--- config.mk ---
export PLATFORM = sky130hd
export DESIGN_NAME = prog_loader
export DESIGN_NICKNAME = d
export VERILOG_FILES = /design/src/rtl/prog_loader_pkg.sv /design/src/rtl/prog_loader.sv
export SDC_FILE = /design/constraint.sdc
export NUM_CORES = 1
export LEC_CHECK = 0
export ABC_CLOCK_PERIOD_IN_PS = 3800
export CORE_MARGIN = 3
export CORE_UTILIZATION = 30
export DETAILED_ROUTE_END_ITERATION = 10
export PLACE_DENSITY = 0.62
export RECOVER_POWER = 50
export SETUP_SLACK_MARGIN = 0.1
export SLEW_MARGIN = 20
export SYNTH_ARGS = -nofsm -noshare
export SYNTH_HDL_FRONTEND = slang
export SYNTH_SLANG_ARGS = --single-unit
--- constraint.sdc ---
create_clock -name clk -period 3.8 [get_ports clk]
set_input_delay 0.76 -clock clk [delete_from_list [all_inputs] [get_ports clk]]
set_output_delay 0.76 -clock clk [all_outputs]
set_load 0.005 [all_outputs]
--- src/rtl/prog_loader_pkg.sv ---
// prog_loader_pkg: shared constants and state encoding for the program loader.
//   BYTE_W  : width of one stream byte
//   state_e : loader FSM state encoding
package prog_loader_pkg;

    localparam int BYTE_W = 8;

    typedef enum logic [2:0] {
        ST_IDLE  = 3'd0,
        ST_COUNT = 3'd1,
        ST_HI    = 3'd2,
        ST_LO    = 3'd3,
        ST_CHECK = 3'd4,
        ST_DONE  = 3'd5,
        ST_ERROR = 3'd6
    } state_e;

endpackage

--- src/rtl/prog_loader.sv ---
// prog_loader: receives a byte stream [count, (hi, lo) x N, xor checksum],
// writes each word into program memory and releases the CPU from reset only
// when the checksum matches.
//
// Ports
//   clk, rst            clock, async active-low reset
//   start               arms a load (from IDLE, DONE or ERROR only)
//   in_valid/in_data    byte-stream source
//   in_ready            loader accepts a byte this cycle
//   mem_we/addr/wdata   program-memory write port (combinational on LO handshake)
//   cpu_hold            holds the CPU in reset while 1
//   done / err          load finished with good / bad checksum
//
// state    | meaning
// ---------+--------------------------------------------------------------
// ST_IDLE  | after reset, waiting for start
// ST_COUNT | expecting word-count byte (0 = full memory depth)
// ST_HI    | expecting high byte of next word
// ST_LO    | expecting low byte; write issued on its handshake
// ST_CHECK | expecting checksum byte
// ST_DONE  | load good, CPU released
// ST_ERROR | checksum bad, CPU held
module prog_loader
    import prog_loader_pkg::*;
#(
    parameter int ADDR_W  = 8,
    parameter int INSTR_W = 16
) (
    input  logic               clk,
    input  logic               rst,
    input  logic               start,
    input  logic               in_valid,
    input  logic [BYTE_W-1:0]  in_data,
    output logic               in_ready,
    output logic               mem_we,
    output logic [ADDR_W-1:0]  mem_addr,
    output logic [INSTR_W-1:0] mem_wdata,
    output logic               cpu_hold,
    output logic               done,
    output logic               err
);

    // One extra bit so the counter can hold the full depth 2**ADDR_W.
    localparam int CNT_W = ADDR_W + 1;
    localparam logic [CNT_W-1:0] CNT_FULL = {1'b1, {ADDR_W{1'b0}}};

    state_e              state_q, state_d;
    logic [CNT_W-1:0]    cnt_q,   cnt_d;
    logic [ADDR_W-1:0]   addr_q,  addr_d;
    logic [BYTE_W-1:0]   xor_q,   xor_d;
    logic [BYTE_W-1:0]   hi_q,    hi_d;

    always_ff @(posedge clk or negedge rst) begin
        if (!rst) begin
            state_q <= ST_IDLE;
            cnt_q   <= '0;
            addr_q  <= '0;
            xor_q   <= '0;
            hi_q    <= '0;
        end else begin
            state_q <= state_d;
            cnt_q   <= cnt_d;
            addr_q  <= addr_d;
            xor_q   <= xor_d;
            hi_q    <= hi_d;
        end
    end

    always_comb begin
        state_d   = state_q;
        cnt_d     = cnt_q;
        addr_d    = addr_q;
        xor_d     = xor_q;
        hi_d      = hi_q;
        in_ready  = 1'b0;
        mem_we    = 1'b0;
        mem_wdata = '0;
        cpu_hold  = 1'b1;
        done      = 1'b0;
        err       = 1'b0;

        case (state_q)
            ST_IDLE: begin
                if (start) state_d = ST_COUNT;
            end
            ST_COUNT: begin
                in_ready = 1'b1;
                if (in_valid) begin
                    cnt_d   = (in_data == '0) ? CNT_FULL : CNT_W'(in_data);
                    addr_d  = '0;
                    xor_d   = '0;
                    state_d = ST_HI;
                end
            end
            ST_HI: begin
                in_ready = 1'b1;
                if (in_valid) begin
                    hi_d    = in_data;
                    xor_d   = xor_q ^ in_data;
                    state_d = ST_LO;
                end
            end
            ST_LO: begin
                in_ready = 1'b1;
                if (in_valid) begin
                    mem_we    = 1'b1;
                    mem_wdata = INSTR_W'({hi_q, in_data});
                    addr_d    = addr_q + 1'b1;
                    cnt_d     = cnt_q - 1'b1;
                    xor_d     = xor_q ^ in_data;
                    state_d   = (cnt_q == CNT_W'(1)) ? ST_CHECK : ST_HI;
                end
            end
            ST_CHECK: begin
                in_ready = 1'b1;
                if (in_valid) begin
                    state_d = (in_data == xor_q) ? ST_DONE : ST_ERROR;
                end
            end
            ST_DONE: begin
                cpu_hold = 1'b0;
                done     = 1'b1;
                if (start) state_d = ST_COUNT;
            end
            ST_ERROR: begin
                err = 1'b1;
                if (start) state_d = ST_COUNT;
            end
            default: state_d = ST_IDLE;
        endcase
    end

    assign mem_addr = addr_q;

endmodule

# Word-level counts from Yosys, hierarchy flattened
# Index checks and enable logic that the tools add are counted.
# Widths: inputs -> output; s select.
[totals] register_bits=36 word_cells=58
[classes] n_addsub=2 n_eq_ne=14 mux=25 bitwise=1 n_reduce_logical=11
[ops] operator="$mux 16" n=2
[ops] operator="$pmux 8 s2" n=2
[ops] operator="$mux 9" n=3
[ops] operator="$mux 8" n=3
[ops] operator="$mux 3" n=6
[ops] operator="$pmux 9 s2" n=1
[ops] operator="$pmux 3 s5" n=1
[ops] operator="$eq 3x3->1 const B" n=3
[ops] operator="$eq 9x1->1 const B" n=1
[ops] operator="$sub 9x1->9 const B" n=1
[ops] operator="$add 8x1->8 const B" n=1
[ops] operator="$eq 8x8->1" n=1
[ops] operator="$logic_not 8->1" n=1
[ops] operator="$ne 2x2->1 const B" n=4
[ops] operator="$xor 8x8->8" n=1
[ops] operator="$eq 3x2->1 const B" n=2
[ops] operator="$mux 1" n=6
[ops] operator="$reduce_and 3->1" n=2
[ops] operator="$reduce_and 5->1" n=1
[ops] operator="$ne 2x1->1 const B" n=2
[ops] operator="$reduce_bool 2->1" n=2
[ops] operator="$reduce_or 4->1" n=1
[ops] operator="$eq 3x1->1 const B" n=1
[ops] operator="$logic_not 3->1" n=1
[ops] operator="other kinds (4)" n=4

# Depth between registers and ports, before layout
# Gate-level depths: netlist of run 1.
[logic_depth] ltp_word=4 mapped_depth=6 ltp_nobuf=6

# Worst setup path before layout of run 1
# OpenSTA, ideal clock, no wires.
[synth_path] path_kind="input to output" from="in in_valid" to="out mem_wdata[10]" arrival_time_ps=1503 path_slack_ps=1537 stages=4 path_buffers=2 cell_sequence="buf_4 -> and3b_1 -> clkbuf_1 -> and3_1"
[synth_between] elab_chain_len=2
[synth_rtl] element="from (decl)" line="prog_loader.sv:32" text="input logic in_valid,"
[synth_rtl] element="$mux 16" line="prog_loader.sv:105" text="if (in_valid) begin"
[synth_rtl] element="$mux 16" line="prog_loader.sv:82" text="case (state_q)"
[synth_rtl] element="to (decl)" line="prog_loader.sv:37" text="output logic [INSTR_W-1:0] mem_wdata,"
# Every way passes these cells.

# Final worst setup path of run 1
[layout_path] from="in in_valid" to="out mem_we"
[layout_between] elab_chain_len=2
[layout_rtl] element="$mux 1" line="prog_loader.sv:105"
[layout_rtl] element="$mux 1" line="prog_loader.sv:82"
[layout_rtl] element="to (decl)" line="prog_loader.sv:35" text="output logic mem_we,"
# Every way passes these cells.

==> results of run 1 <==
[metrics by stage]
step / util (%) / worst slack, ns
3_3_place_gp: 39.2 / 0.623
5_1_grt: 40.3 / 0.299
4_1_cts: 40.4 / 0.645
3_5_place_dp: 39.2 / 0.650
6_report: 40.3 / 0.400
2_1_floorplan: - / 1.54
[per-layer routing]
| metal | track usage, % | share of wire, % | up-vias |
|---|---|---|---|
| met3 | 3.61 | 4.8 | 8 |
| met2 | 20.6 | 43 | 47 |
| met5 | 0 | 0 | - |
| met4 | 3.96 | 1.3 | 0 |
| met1 | 19.7 | 51 | 919 |
| li1 | - | - | 943 |
[cell usage in the layout, fill, tap and decap left out, drive strengths merged, types with 2 or more instances in the layout]
master / instances
a21oi: 14
o2bb2ai: 3
nor2: 19
mux2: 9
xnor2: 4
clkbuf: 10
o21ai: 28
nand2: 14
inv: 6
and3: 18
nand3: 7
dlygate4sd3: 3
or3: 2
xor2: 8
nor4: 4
nand3b: 2
nor3b: 2
buf: 6
clkdlybuf4s50: 37
o22ai: 4
nand2b: 12
dfrtp: 36
nor2b: 3
mux2i: 3
a2bb2oi: 2
ha: 3
and3b: 2
nor3: 6
[final cells by class]
cell class	count	area (µm²)
fillers	746	4170
multi-input cells	184	1230
flip-flops and latches	36	901
repair buffers	48	453
well taps	96	120
clock buffers	8	90.1
inverters	6	22.5
[cell families (layout without fill, tap and decap cells)]
kind of cell / after synthesis / count (layout) / share of synthesized area [%]
adders and majority gates: 4 / 4 / 2.13
DFF: 36 / 36 / 40.4
and+or+nand+nor: 95 / 95 / 25.5
xor gates and xnor gates: 12 / 12 / 4.72
muxes: 12 / 12 / 5.90
buffers and inverters: 20 / 62 / 4.38
AOI/OAI and AO/OA: 61 / 61 / 17.0
[power groups by stage]
stage                     sequential, mW  combinational (mW)  clock [mW]
after floorplan                    0.554               0.260           0
after global placement             0.576               0.397           0
after detailed placement           0.580               0.401           0
after CTS                          0.573               0.403       0.295
after global routing               0.590               0.449       0.310
final                              0.575               0.398       0.284
[flip-flops by register name, indices dropped and copies added (netlist names)]
register	flops
cnt_q	9
hi_q	8
mem_addr	8
xor_q	8
state_q	3
[synth_stat cells (4+ instances only)]
cell	instances
xnor2_1	4
o21ai_0	18
nor2_1	19
nor3_1	5
and3_1	18
nand2b_1	12
nand2_1	14
clkbuf_1	7
nand3_1	7
inv_1	5
dfrtp_1	36
o21ai_1	10
xor2_1	8
a21oi_1	13
mux2_2	9
[worst max path at each step]
stage | from | endpoint
global route | in_valid | mem_we
CTS | in_valid | mem_wdata[4]
global placement | in_valid | mem_wdata[10]
finish | in_valid | mem_we
floorplan | in_valid | mem_wdata[10]
detailed placement | in_valid | mem_wdata[4]
==> impl_results.html, run 1 <==
<table>
<tr><th>Metric</th><th>Value</th></tr>
<tr><th colspan="2">Timing</th></tr>
<tr><td>Aggregate negative setup slack</td><td>0 ns</td></tr>
<tr><td>Final setup fails</td><td>0</td></tr>
<tr><td>Clock tree skew after final layout</td><td>0.00150 ns</td></tr>
<tr><td>Period utilization</td><td>89.5%</td></tr>
<tr><td>Number of pins exceeding their max-slew limit in the final report</td><td>37</td></tr>
<tr><td>Max Clock Freq</td><td>a little under 0.3 GHz</td></tr>
<tr><td>Headroom to the max-slew limit</td><td>-36.1%</td></tr>
<tr><td>Fin crit period</td><td>3.40 ns</td></tr>
<tr><td>Minimum hold slack</td><td>about 0.50 ns</td></tr>
<tr><td>Setup repair after global routing missed its margin</td><td>false</td></tr>
<tr><td>Worst Tran Pin Value</td><td>around 2.0 ns</td></tr>
<tr><td>Fin. Hold Viols</td><td>0</td></tr>
<tr><th colspan="2">Setup path</th></tr>
<tr><td>Number of buffer and inverter instances along the worst setup path</td><td>3</td></tr>
<tr><td>Setup Crit Path Kind</td><td>input pin to output port</td></tr>
<tr><td>Critical Path Source Type</td><td>input pin</td></tr>
<tr><td>Largest delay share family, worst path</td><td>buffers and inverters</td></tr>
<tr><td>Critical Path Stages</td><td>5</td></tr>
<tr><td>Worst path required time</td><td>3.04 ns</td></tr>
<tr><td>Setup crit end kind</td><td>output port</td></tr>
<tr><td>Chain of cells forming the critical path</td><td>dlygate4sd3_1 -&gt; clkbuf_1 -&gt; nand3b_4 -&gt; nor2_1 -&gt; clkdlybuf4s50_1</td></tr>
<tr><td>Worst r2r src</td><td>state_q[1]$_DFFE_PN0P_</td></tr>
<tr><td>Logic depth of the worst register-to-register path</td><td>4</td></tr>
<tr><td>Critical-path top delay cell</td><td>dlygate4sd3_1</td></tr>
<tr><td>Arrival time of data at the critical path endpoint</td><td>around 2.6 ns</td></tr>
<tr><td>CP peak stage delay</td><td>between 0.5 and 0.6 ns</td></tr>
<tr><td>Maximum fanout encountered on the critical timing path</td><td>19</td></tr>
<tr><td>Reg-to-Reg End</td><td>hi_q[5]$_DFFE_PN0P_</td></tr>
<tr><td>Setup slack on the worst flop-to-flop path</td><td>around 1.6 ns</td></tr>
<tr><th colspan="2">Synth</th></tr>
<tr><td>Area leader, netlist</td><td>dfrtp_1</td></tr>
<tr><td>Post-Syn Instances</td><td>between 200 and 250</td></tr>
<tr><td>Share of the synthesized area in the top cell type</td><td>between 40% and 50%</td></tr>
<tr><td>Number of synthesized register bits</td><td>36</td></tr>
<tr><td>Sequential share of the synthesized area</td><td>between 40 and 50%</td></tr>
<tr><td>Synth Flop Type</td><td>dfrtp_1</td></tr>
<tr><td>YS warnings</td><td>0</td></tr>
<tr><td>Synthesized area</td><td>between 0.002 and 0.0025 mm²</td></tr>
<tr><td>Post-synth cell types</td><td>52</td></tr>
<tr><td>Synth top area cells</td><td>dfrtp_1, and3_1, mux2_2</td></tr>
<tr><td>Synthesized area per cell</td><td>9.28 µm²</td></tr>
<tr><td>Async set or reset register ratio after synthesis</td><td>100%</td></tr>
<tr><td>Number of flops mapped to enable cells by yosys</td><td>0</td></tr>
<tr><td>Post-synthesis net count</td><td>between 200 and 300</td></tr>
<tr><th colspan="2">CTS</th></tr>
<tr><td>Clock Pin Slew Worst Setup and Hold Paths</td><td>0.07 ns</td></tr>
<tr><td># clock sinks</td><td>36</td></tr>
<tr><td>Clock Path Buffers</td><td>2</td></tr>
<tr><td>Post-CTS Resized</td><td>0</td></tr>
<tr><td>CTS Hold Bufs</td><td>0</td></tr>
<tr><td>Clock tree from TritonCTS</td><td>built</td></tr>
<tr><td>Worst-Skew Late Latency</td><td>0.28 ns</td></tr>
<tr><td>Cell chosen for the clock root</td><td>clkbuf_8</td></tr>
<tr><td>Number of H-tree levels</td><td>2</td></tr>
<tr><td>Setup fix buffers added after clock tree synthesis</td><td>0</td></tr>
<tr><td>Inserted Clock Buffers</td><td>5</td></tr>
<tr><th colspan="2">Floorplanning</th></tr>
<tr><td>Number of ports placed on the die boundary</td><td>between 40 and 50</td></tr>
<tr><td>Area of the die</td><td>between 0.008 and 0.009 mm²</td></tr>
<tr><td>Die Span X</td><td>about 92 µm</td></tr>
<tr><td>Core ar.</td><td>approximately 0.0070 mm²</td></tr>
<tr><td>Die extent in y</td><td>between 90 and 100 µm</td></tr>
<tr><td>Placement row count</td><td>30</td></tr>
<tr><td>Starting density of the core</td><td>around a third</td></tr>
<tr><th colspan="2">Final layout</th></tr>
<tr><td>Final #Nets</td><td>between 200 and 300</td></tr>
<tr><td>Share of post-route cells with drive strength above 1</td><td>a little over a tenth</td></tr>
<tr><td>Final non-filler cell area</td><td>about 0.0028 mm²</td></tr>
<tr><td>Syn-to-layout area delta</td><td>26.4%</td></tr>
<tr><td>Count of inserted antenna diode cells</td><td>0</td></tr>
<tr><td>Number of non-filler instances in the completed layout</td><td>between 300 and 400</td></tr>
<tr><th colspan="2">GRT</th></tr>
<tr><td>Overall Global Routing Usage</td><td>about 14%</td></tr>
<tr><td>Via count of the first global-routing pass</td><td>about 1,900</td></tr>
<tr><td>Overflow left after global routing</td><td>0</td></tr>
<tr><td>First-pass GRT wire length</td><td>between 9000 and 10,000 µm</td></tr>
<tr><td>Antenna violations before repair</td><td>0</td></tr>
<tr><td>Largest net degree at the start of global routing</td><td>37</td></tr>
<tr><th colspan="2">Power</th></tr>
<tr><td>Leakage dissipation</td><td>around 1.2 nW</td></tr>
<tr><td>Maximum resistive drop on vdd</td><td>roughly 0.22 mV</td></tr>
<tr><td>Proportion of power drawn by combinational gates</td><td>31.7%</td></tr>
<tr><td>Total Power Consumption</td><td>between 1 and 1.5 mW</td></tr>
<tr><td>Power dissipated by switching net loads</td><td>about 0.41 mW</td></tr>
<tr><td>Seq pwr share</td><td>~46%</td></tr>
<tr><td>Pwr per Cell Area</td><td>446 mW/mm²</td></tr>
<tr><td>Cell-internal power</td><td>between 0.8 and 0.9 mW</td></tr>
<tr><td>Proportion of power drawn by the clock network</td><td>a little under a quarter</td></tr>
<tr><td>Switching part of the total</td><td>between 30% and 40%</td></tr>
<tr><th colspan="2">Route</th></tr>
<tr><td>Average detailed-routed wire length per instance</td><td>15.0 µm</td></tr>
<tr><td>Violation count after the first detailed-routing iteration</td><td>161</td></tr>
<tr><td>Total Routed Length</td><td>5690 µm</td></tr>
<tr><td>Routed vias</td><td>roughly 1,900</td></tr>
<tr><td>Number of detailed-route iterations in the first pass</td><td>4</td></tr>
<tr><td>Number of nets still failing antenna checks after routing</td><td>0</td></tr>
<tr><td># DRC</td><td>0</td></tr>
<tr><td>Vias per cell</td><td>5.07</td></tr>
<tr><th colspan="2">Placement</th></tr>
<tr><td>Final weighted congestion of routability-driven global placement</td><td>between 0.7 and 0.8</td></tr>
<tr><td>Standard cell area after detailed placement</td><td>0.00273 mm²</td></tr>
<tr><td>DP Cell Count</td><td>370</td></tr>
<tr><td>Post-detail-place hpwl</td><td>around 3800 µm</td></tr>
<tr><td>Count of input and output buffers</td><td>40</td></tr>
<tr><th colspan="2">Status</th></tr>
<tr><td>Outcome</td><td>finished, violations left</td></tr>
<tr><td>Failing checks</td><td>capacitance limit, slew limit</td></tr>
<tr><th colspan="2">Hold path</th></tr>
<tr><td>Source of the worst hold timing path</td><td>hi_q[7]$_DFFE_PN0P_</td></tr>
<tr><td>Cell count of the worst hold path</td><td>1</td></tr>
<tr><td>Worst min-delay path category</td><td>flop to flop</td></tr>
<tr><td>Hold Path Sink</td><td>hi_q[7]$_DFFE_PN0P_</td></tr>
<tr><th colspan="2">Run</th></tr>
<tr><td>Count of maximum capacitance violations</td><td>1</td></tr>
</table>
(Power assumes the default switching activity.)
==> inputs of run 2 (changes only) <==
Settings changed: CORE_UTILIZATION 30 to 56, PLACE_DENSITY 0.62 to unset, PLACE_DENSITY_LB_ADDON set to 0.08.
==> impl_results.html, run 2 (synthesized netlist as in run 1, its figures left out) <==
<table>
<tr><th>Metric</th><th>Value</th></tr>
<tr><th colspan="2">Route</th></tr>
<tr><td>Total Routed Length</td><td>5250 µm</td></tr>
<tr><td>Number of detailed-route iterations in the first pass</td><td>5</td></tr>
<tr><td>Number of nets still failing antenna checks after routing</td><td>0</td></tr>
<tr><td>Violation count after the first detailed-routing iteration</td><td>~150</td></tr>
<tr><td>Vias per cell</td><td>around 6.0</td></tr>
<tr><td># DRC</td><td>0</td></tr>
<tr><td>Average detailed-routed wire length per instance</td><td>approximately 16 µm</td></tr>
<tr><td>Routed vias</td><td>1,956</td></tr>
<tr><th colspan="2">Placement</th></tr>
<tr><td>Count of input and output buffers</td><td>40</td></tr>
<tr><td>Final weighted congestion of routability-driven global placement</td><td>roughly 0.81</td></tr>
<tr><td>Post-detail-place hpwl</td><td>between 3000 and 4000 µm</td></tr>
<tr><th colspan="2">Final layout</th></tr>
<tr><td>Most frequent cells in the layout</td><td>dfrtp_1, clkdlybuf4s50_1, nor2_1</td></tr>
<tr><td>Top register by number of flip-flops</td><td>cnt_q</td></tr>
<tr><td>Multi-input combinational cell area</td><td>0.00123 mm²</td></tr>
<tr><td>FF/Latch Area</td><td>901 µm²</td></tr>
<tr><td>Syn-to-layout area delta</td><td>22.3%</td></tr>
<tr><td>Most common cell after layout, fill and taps aside</td><td>dfrtp_1</td></tr>
<tr><td>Number of flip-flops under the largest register name</td><td>9</td></tr>
<tr><td>Final-layout fill cell count</td><td>about 300</td></tr>
<tr><td>Final #Nets</td><td>between 200 and 300</td></tr>
<tr><td>Count of inserted antenna diode cells</td><td>0</td></tr>
<tr><td>Share of post-route cells with drive strength above 1</td><td>a little under 10%</td></tr>
<tr><td>Fraction of the core area covered by cells at the end of the flow</td><td>approximately 73%</td></tr>
<tr><th colspan="2">Hold path</th></tr>
<tr><td>Hold Path Sink</td><td>hi_q[1]$_DFFE_PN0P_</td></tr>
<tr><td>Cell count of the worst hold path</td><td>1</td></tr>
<tr><td>Worst min-delay path category</td><td>flop to flop</td></tr>
<tr><td>Source of the worst hold timing path</td><td>hi_q[1]$_DFFE_PN0P_</td></tr>
<tr><th colspan="2">Floorplanning</th></tr>
<tr><td>Area of the die</td><td>0.00477 mm²</td></tr>
<tr><td>Number of ports placed on the die boundary</td><td>41</td></tr>
<tr><td>Starting density of the core</td><td>roughly three fifths</td></tr>
<tr><td>Core ar.</td><td>0.00374 mm²</td></tr>
<tr><td>Die extent in y</td><td>between 60 and 70 µm</td></tr>
<tr><td>Die Span X</td><td>slightly below 70 µm</td></tr>
<tr><td>Placement row count</td><td>22</td></tr>
<tr><th colspan="2">Power</th></tr>
<tr><td>Cell-internal power</td><td>~0.84 mW</td></tr>
<tr><td>Pwr per Cell Area</td><td>~460 mW/mm²</td></tr>
<tr><td>Seq pwr share</td><td>between 40% and 50%</td></tr>
<tr><td>Leakage dissipation</td><td>1.13 nW</td></tr>
<tr><td>Power dissipated by switching net loads</td><td>0.413 mW</td></tr>
<tr><td>Maximum resistive drop on vdd</td><td>0.295 mV</td></tr>
<tr><td>Proportion of power drawn by the clock network</td><td>between 20 and 25%</td></tr>
<tr><td>Proportion of power drawn by combinational gates</td><td>between 30% and 40%</td></tr>
<tr><td>Switching part of the total</td><td>33.1%</td></tr>
<tr><th colspan="2">Setup path</th></tr>
<tr><td>CP peak stage delay</td><td>approximately 0.54 ns</td></tr>
<tr><td>Worst r2r src</td><td>state_q[2]$_DFFE_PN0P_</td></tr>
<tr><td>Critical Path Source Type</td><td>input pin</td></tr>
<tr><td>Critical-path top delay cell</td><td>dlygate4sd3_1</td></tr>
<tr><td>Chain of cells forming the critical path</td><td>dlygate4sd3_1 -&gt; clkbuf_1 -&gt; nand3b_4 -&gt; nor2_1 -&gt; clkdlybuf4s50_1</td></tr>
<tr><td>Logic depth of the worst register-to-register path</td><td>3</td></tr>
<tr><td>Worst path required time</td><td>about 3.0 ns</td></tr>
<tr><td>Reg-to-Reg End</td><td>hi_q[6]$_DFFE_PN0P_</td></tr>
<tr><td>Setup crit end kind</td><td>output port</td></tr>
<tr><td>Maximum fanout encountered on the critical timing path</td><td>19</td></tr>
<tr><td>Setup slack on the worst flop-to-flop path</td><td>approximately 1.8 ns</td></tr>
<tr><td>Arrival time of data at the critical path endpoint</td><td>about 2.7 ns</td></tr>
<tr><td>Setup Crit Path Kind</td><td>input pin to output port</td></tr>
<tr><th colspan="2">Timing</th></tr>
<tr><td>Number of pins exceeding their max-slew limit in the final report</td><td>37</td></tr>
<tr><td>Max Clock Freq</td><td>0.292 GHz</td></tr>
<tr><td>Fin crit period</td><td>~3.4 ns</td></tr>
<tr><td>Headroom to the max-slew limit</td><td>-28.3%</td></tr>
<tr><td>Clock tree skew after final layout</td><td>~0.0074 ns</td></tr>
<tr><td>Period utilization</td><td>90.1%</td></tr>
<tr><td>Worst Tran Pin Value</td><td>a little under 2 ns</td></tr>
<tr><td>Aggregate negative setup slack</td><td>0 ns</td></tr>
<tr><td>Fin. Hold Viols</td><td>0</td></tr>
<tr><td>Setup repair after global routing missed its margin</td><td>false</td></tr>
<tr><td>Final setup fails</td><td>0</td></tr>
<tr><th colspan="2">CTS</th></tr>
<tr><td>Cell chosen for the clock root</td><td>clkbuf_8</td></tr>
<tr><td>Setup fix buffers added after clock tree synthesis</td><td>0</td></tr>
<tr><td>Inserted Clock Buffers</td><td>5</td></tr>
<tr><td>CTS Hold Bufs</td><td>0</td></tr>
<tr><td>Clock Pin Slew Worst Setup and Hold Paths</td><td>around 0.07 ns</td></tr>
<tr><td>Worst-Skew Late Latency</td><td>about 0.29 ns</td></tr>
<tr><td>Number of H-tree levels</td><td>2</td></tr>
<tr><td>Clock Path Buffers</td><td>2</td></tr>
<tr><td># clock sinks</td><td>36</td></tr>
<tr><td>Clock tree from TritonCTS</td><td>built</td></tr>
<tr><td>Post-CTS Resized</td><td>0</td></tr>
<tr><th colspan="2">GRT</th></tr>
<tr><td>Overall Global Routing Usage</td><td>23.0%</td></tr>
<tr><td>Overflow left after global routing</td><td>0</td></tr>
<tr><td>Largest net degree at the start of global routing</td><td>37</td></tr>
<tr><td>First-pass GRT wire length</td><td>around 8900 µm</td></tr>
<tr><td>Antenna violations before repair</td><td>0</td></tr>
<tr><td>Via count of the first global-routing pass</td><td>between 1,500 and 2,000</td></tr>
<tr><th colspan="2">Run</th></tr>
<tr><td>Count of maximum capacitance violations</td><td>1</td></tr>
<tr><th colspan="2">Status</th></tr>
<tr><td>Outcome</td><td>finished, violations left</td></tr>
<tr><td>Failing checks</td><td>capacitance limit, slew limit</td></tr>
</table>
## run 2: changes by cell type in the layout (fill, tap and decap cells not counted), sizes merged
cell           previous run  this run
buf                       6         2
dlygate4sd3               3         7
clkdlybuf4s50            37        33
## run 2: final cells by class
cell class / count / share of cell area [%]
clock buffers: 8 / 3.30
inverters: 6 / 0.826
multi-input cells: 184 / 45.1
flip-flops and latches: 36 / 33.0
well taps: 48 / 2.20
repair buffers: 44 / 15.5
## run 2: layer usage
metal | routed length (µm) | share of wire (%) | global-route usage, %
met4 | 53 | 1.0 | 10.4
met2 | 2640 | 50 | 36.9
met3 | 237 | 4.5 | 4.23
met1 | 2320 | 44 | 30.3
met5 | 0 | 0 | 0
## run 2: critical path, delay by kind of cell
family | cells | cell delay, ns
buf+inv | 3 | 1.42
simple gates | 2 | 0.48
## run 2: worst max path at each step
stage                         from             to  cells past startpoint
final                     in_valid         mem_we                      5
after detailed placement  in_valid   mem_wdata[9]                      4
after CTS                 in_valid   mem_wdata[9]                      4
after floorplan           in_valid  mem_wdata[10]                      4
after global routing      in_valid         mem_we                      5
after global placement    in_valid   mem_wdata[5]                      4
## run 2: metrics by stage
stage	total power, mW	setup slack, ns	cell area, µm²	hold WS (ns)	std cells
after global routing	1.34	0.252	2730	0.521	326
after detailed placement	0.981	0.581	2640	0.488	318
after CTS	1.27	0.581	2730	0.504	326
final	1.25	0.376	2730	0.501	326
after floorplan	0.814	1.54	2230	0.464	240
after global placement	0.964	0.612	2640	0.484	318
## run 2: power by group through the flow
| stage | clock network, mW | logic [mW] | registers [mW] |
|---|---|---|---|
| finish | 0.282 | 0.394 | 0.574 |
| global route | 0.310 | 0.438 | 0.591 |
| CTS | 0.289 | 0.402 | 0.574 |
| detailed placement | 0 | 0.401 | 0.580 |
| global placement | 0 | 0.387 | 0.577 |
| floorplan | 0 | 0.260 | 0.554 |
